### src/rtl/mux_marshalling_pkg.sv
// Shared definitions for the serializer/deserializer pair.
//   ser_state_t      : serializer FSM states (IDLE, SHIFT)
//   DEFAULT_WIDTH    : default word width, also used by the deserializer
//   DEFAULT_IDLE_BIT : default serial line level when no word is in flight
package mux_marshalling_pkg;

  typedef enum logic {IDLE, SHIFT} ser_state_t;

  localparam int unsigned DEFAULT_WIDTH    = 8;
  localparam logic        DEFAULT_IDLE_BIT = 1'b0;

endpackage

### src/rtl/mux_unmarshalling_if.sv
// Bus between a word producer and the parallel-to-serial converter.
//   data_in     : parallel word (producer -> converter)
//   data_valid  : producer has a word on data_in
//   data_ready  : converter can accept a word this cycle
//   serial_out  : serial bit stream, LSB first
//   frame_start : high while serial_out carries bit 0
//   busy        : high while a word is being shifted out
// Modports: master = producer side, slave = converter side.
interface mux_unmarshalling_if
  import mux_marshalling_pkg::*;
#(
  parameter int unsigned WIDTH = DEFAULT_WIDTH
);

  logic [WIDTH-1:0] data_in;
  logic             data_valid;
  logic             data_ready;
  logic             serial_out;
  logic             frame_start;
  logic             busy;

  modport master (
    output data_in,
    output data_valid,
    input  data_ready,
    input  serial_out,
    input  frame_start,
    input  busy
  );

  modport slave (
    input  data_in,
    input  data_valid,
    output data_ready,
    output serial_out,
    output frame_start,
    output busy
  );

endinterface

### src/rtl/mux_unmarshalling.sv
// Parallel-to-serial converter: accepts a WIDTH-bit word over valid/ready and
// shifts it out LSB first, one bit per cycle, with back-to-back frames seamless.
// Ports:
//   clk  : rising-edge clock
//   rst  : asynchronous active-low reset
//   bus  : mux_unmarshalling_if.slave (data_in, data_valid, data_ready,
//          serial_out, frame_start, busy)
// Optional feature: define MUX_UNMARSHALLING_PARITY_EN to append an even-parity
// bit (XOR of the word) after the data bits, making each frame WIDTH+1 bits.
module mux_unmarshalling
  import mux_marshalling_pkg::*;
#(
  parameter int unsigned WIDTH    = DEFAULT_WIDTH,
  parameter logic        IDLE_BIT = DEFAULT_IDLE_BIT
) (
  input logic                clk,
  input logic                rst,
  mux_unmarshalling_if.slave bus
);

`ifdef MUX_UNMARSHALLING_PARITY_EN
  localparam int unsigned FRAME_LEN = WIDTH + 1;
`else
  localparam int unsigned FRAME_LEN = WIDTH;
`endif
  localparam int unsigned       CNT_W    = $clog2(FRAME_LEN);
  localparam logic [CNT_W-1:0]  LAST_IDX = CNT_W'(FRAME_LEN - 1);

  ser_state_t           state_q;
  // Holds the bits not yet driven; the bit currently on serial_out lives in serial_q.
  logic [FRAME_LEN-1:0] shreg_q;
  // Index of the bit currently on serial_out.
  logic [CNT_W-1:0]     cnt_q;
  logic                 serial_q;
  logic                 frame_start_q;
  logic                 busy_q;

  logic                 last_bit;
  logic                 accept;
  logic [FRAME_LEN-1:0] frame;

`ifdef MUX_UNMARSHALLING_PARITY_EN
  assign frame = {^bus.data_in, bus.data_in};
`else
  assign frame = bus.data_in;
`endif

  assign last_bit       = (state_q == SHIFT) && (cnt_q == LAST_IDX);
  // Held low during reset even though the held state is IDLE.
  assign bus.data_ready = rst && ((state_q == IDLE) || last_bit);
  assign accept         = bus.data_valid && bus.data_ready;

  always_ff @(posedge clk or negedge rst) begin
    if (!rst) begin
      state_q       <= IDLE;
      shreg_q       <= '0;
      cnt_q         <= '0;
      serial_q      <= IDLE_BIT;
      frame_start_q <= 1'b0;
      busy_q        <= 1'b0;
    end else if (accept) begin
      // Bit 0 goes straight to the output register so it appears next cycle.
      state_q       <= SHIFT;
      shreg_q       <= frame >> 1;
      cnt_q         <= '0;
      serial_q      <= frame[0];
      frame_start_q <= 1'b1;
      busy_q        <= 1'b1;
    end else if (state_q == SHIFT) begin
      frame_start_q <= 1'b0;
      if (last_bit) begin
        state_q  <= IDLE;
        shreg_q  <= '0;
        cnt_q    <= '0;
        serial_q <= IDLE_BIT;
        busy_q   <= 1'b0;
      end else begin
        serial_q <= shreg_q[0];
        shreg_q  <= shreg_q >> 1;
        cnt_q    <= cnt_q + 1'b1;
      end
    end
  end

  assign bus.serial_out  = serial_q;
  assign bus.frame_start = frame_start_q;
  assign bus.busy        = busy_q;

endmodule

### src/flat_wrapper.sv
// flat-port wrapper written by rule: the top's interface ports become plain ports
module mux_unmarshalling_flat import mux_marshalling_pkg::*;
#(
  parameter int unsigned WIDTH    = DEFAULT_WIDTH,
  parameter logic        IDLE_BIT = DEFAULT_IDLE_BIT
)
  (clk, rst, bus_data_in, bus_data_valid, bus_data_ready, bus_serial_out, bus_frame_start, bus_busy);
  mux_unmarshalling_if #(.WIDTH(WIDTH)) bus_i ();
  input logic clk;
  input logic rst;
  input wire logic [$bits(bus_i.data_in)-1:0] bus_data_in;
  input wire logic [$bits(bus_i.data_valid)-1:0] bus_data_valid;
  output wire logic [$bits(bus_i.data_ready)-1:0] bus_data_ready;
  output wire logic [$bits(bus_i.serial_out)-1:0] bus_serial_out;
  output wire logic [$bits(bus_i.frame_start)-1:0] bus_frame_start;
  output wire logic [$bits(bus_i.busy)-1:0] bus_busy;
  assign bus_i.data_in = bus_data_in;
  assign bus_i.data_valid = bus_data_valid;
  assign bus_data_ready = bus_i.data_ready;
  assign bus_serial_out = bus_i.serial_out;
  assign bus_frame_start = bus_i.frame_start;
  assign bus_busy = bus_i.busy;
  mux_unmarshalling #(.WIDTH(WIDTH), .IDLE_BIT(IDLE_BIT)) u_core (.clk(clk), .rst(rst), .bus(bus_i));
endmodule
### config.mk
export PLATFORM = sky130hd
export DESIGN_NAME = mux_unmarshalling_flat
export DESIGN_NICKNAME = d
export VERILOG_FILES = /design/src/rtl/mux_marshalling_pkg.sv /design/src/rtl/mux_unmarshalling_if.sv /design/src/rtl/mux_unmarshalling.sv /design/src/flat_wrapper.sv
export SDC_FILE = /design/constraint.sdc
export NUM_CORES = 1
export LEC_CHECK = 0
export CORE_MARGIN = 2
export CORE_UTILIZATION = 40
export CTS_CLUSTER_SIZE = 8
export DETAILED_ROUTE_END_ITERATION = 12
export GPL_TIMING_DRIVEN = 1
export PLACE_DENSITY = 0.78
export SLEW_MARGIN = 20
export SYNTH_ARGS = -nofsm -noshare
export SYNTH_HDL_FRONTEND = slang
export SYNTH_SLANG_ARGS = --single-unit
export TNS_END_PERCENT = 10
### constraint.sdc
create_clock -name clk -period 2 [get_ports clk]
set_clock_uncertainty 0.2 [all_clocks]
set_input_delay 0.4 -clock clk [delete_from_list [all_inputs] [get_ports clk]]
set_output_delay 0.4 -clock clk [all_outputs]
set_load 0.03 [all_outputs]
==> reports/metrics.cfg <==
[sta]
fin_ws_ns=-0.0292
post-route-period-util=1.01
hold_viol=0
max_slew.worst_pin.slew_ns=0.320
max_freq_ghz=0.493
slew_headroom=0.786
rsz0062_at_grt=true
drv_slew=0
finalSetupViolCount=1
period_minus_slack_ns=2.03

[global_route]
grt_max_degree=12
grt-ovfl-total=0
antenna_found_initial=0
grt_pass1_wl_mm=2.35
grt_pass1_vias=545
grt_use_total=0.168

[pwr]
peakVddDrop_v=0.000698
clkPwrFrac=0.169
p_comb_frac=0.442
p_int_mw=0.771
pwr-share-seq=0.389
power_density_mw_per_mm2=1330
p_switching_mw=0.414
p_leak_nw=0.429
swShare=0.350

[final_layout]
final_cell_mix=14 x dfrtp_1, 13 x nand2_1, 13 x clkdlybuf4s50_1, 9 x buf_4, 8 x nand3_1
diodes=0
drive_above_1_share=0.241
stdcell_count=99
final_common_cell=dfrtp_1
final_util=0.600
syn_to_final_growth_pct=43.1
multi_input_area_sq_um=274
seq_area_sq_um=350
final_nets=97
nFillCells=137
fin_area_sq_um=893

[floorplanning]
ios=15
start_util=0.419
core_area_sq_mm=0.00149
die_w_microns=43.5
std_cell_rows=14
fp.dieH_microns=43.5
dieArea_sq_mm=0.00189

[clock_tree]
clk_latency_ns=0.27
cts_root_buf=clkbuf_4
cts_max_path_buffers=2
cts_buffers=3
clock-sinks=14
htreeDepth=1
hold_buffers=0
cts_tree=yes
clkTransAtPathRegs_ns=0.08

[critical_path]
worstPathMaxFanout=2
r2r-start=u_core.cnt_q[1]
startpoint=u_core.cnt_q[1]
crit_chain=ha_2, ha_4, nand2b_4, and2_4, buf_6
critPathArrivalTime_ns=1.43
crit_required_ns=1.40
end_kind=primary output
max_stage_delay_ns=0.40
worstSetupPathType=reg2out
critPathLaunchType=register
cp_slowest_cell=dfrtp_1

[placement]
placedInstanceArea_sq_um=806
port_buffers=14
gp_congestion=0.738
dp.cells=92
hpwlAfterDp_microns=919

[yosys]
synthCells=59
synth.distinct_cells=16
avgSynthCellArea_sq_um=10.6
synth_top_area_share=0.561
synth-seq-area-share=0.561
synth_area_sq_um=624
synth_nets=72
synthTopCellsByArea=dfrtp_1 56%, a22oi_1 8.4%, nand2_1 7.8%, nand3_1 6.4%, ha_1 4.0%
yosys.area.top_type=dfrtp_1
yosysWarnings=0
ys_seq_elements=14

[hold_path]
hold_path.class=in2async

[drt]
vias=525
ant_nets=0
top_layer_used=met4
dr_wl_met3_microns=41
dr_wl_met2_microns=653
wl_met1_microns=570
wire_per_inst_microns=12.9
drt_first_pass_iters=4
drt-initial-drc-count=8
drc=0
vias_per_cell=5.30
wl_mm=1.28

[outcome]
outcome=finished with violations
violations=negative setup slack

[job]
max-cap-violations=0

-- worst max-delay path: cells and delay by family (launching register included) --
| kind | cells | cell delay [ns] |
|---|---|---|
| buf+inv | 1 | 0.13 |
| flops | 1 | 0.40 |
| fa+ha+maj | 2 | 0.37 |
| simple gates | 2 | 0.27 |
-- sequential cells by signal (all words and copies together), names as in the netlist --
signal and cells:
u_core.cnt_q 3, u_core.bus.busy 1, u_core.bus.frame_start 1, u_core.state_q 1, u_core.bus.serial_out 1, u_core.shreg_q 7
-- power by group through the flow --
| stage | logic [mW] | clock network (mW) | registers (mW) |
|---|---|---|---|
| final | 0.524 | 0.200 | 0.462 |
| after global routing | 0.585 | 0.221 | 0.479 |
| after CTS | 0.504 | 0.209 | 0.461 |
| after detailed placement | 0.448 | 0 | 0.459 |
| after global placement | 0.432 | 0 | 0.454 |
| after floorplan | 0.259 | 0 | 0.495 |
-- layer usage --
layer / vias up / track usage
met1: 253 / 0.216
li1: 257 / -
met4: 0 / 0.0909
met5: - / 0
met3: 2 / 0.0250
met2: 13 / 0.272
-- timing repair --
action,in CTS,in global routing
gates resized for setup,6,0
setup endpoints to repair,1,1
pin swaps,2,0
buffers inserted,2,1
gates cloned,0,0
-- cell usage after synthesis --
cell,number
nand2b_1,1
dfrtp_1,14
a22oi_1,7
o21ai_0,2
inv_1,1
o22ai_1,1
nand2_1,13
buf_6,1
ha_1,2
a22o_1,2
a21oi_2,1
buf_2,2
nand3b_1,1
nand3_1,8
nor2b_4,1
and2_1,2
-- final timing paths --
path,to,slack [ns],depth (start not counted)
max in group asynchronous,u_core.shreg_q[4],1.09,3
min,u_core.shreg_q[6],0.25,2
min reg2reg,u_core.bus.busy,0.30,2
max reg2reg,u_core.shreg_q[4],0.38,6
min in group clk,u_core.bus.busy,0.30,2
max,bus_data_ready,-0.03,5
-- cell type report --
| class | instances | share of cell area |
|---|---|---|
| Timing Repair Buffer | 23 | 0.234 |
| Clock buffer | 4 | 0.0406 |
| Multi-Input combinational cell | 41 | 0.307 |
| Tap cell | 16 | 0.0224 |
| Sequential cell | 14 | 0.392 |
| Inverter | 1 | 0.00420 |
-- metrics by stage --
step / power, mW / hold slack [ns] / TNS, ns / worst slack, ns
CTS: 1.17 / 0.255 / -0.0218 / -0.0218
detailed placement: 0.907 / 0.282 / 0 / 0.108
global route: 1.28 / 0.276 / -0.0903 / -0.0903
finish: 1.19 / 0.249 / -0.0292 / -0.0292
floorplan: 0.754 / -0.0956 / 0 / 0.218
global placement: 0.886 / 0.262 / 0 / 0.145
-- cells by family after synthesis --
group,synth area share
and+or+nand+nor,0.206
DFF,0.561
AOI/OAI and AO/OA,0.152
buffers and inverters,0.0401
adders and majority gates,0.0401
Note: power is estimated with default switching activity, not from simulation.
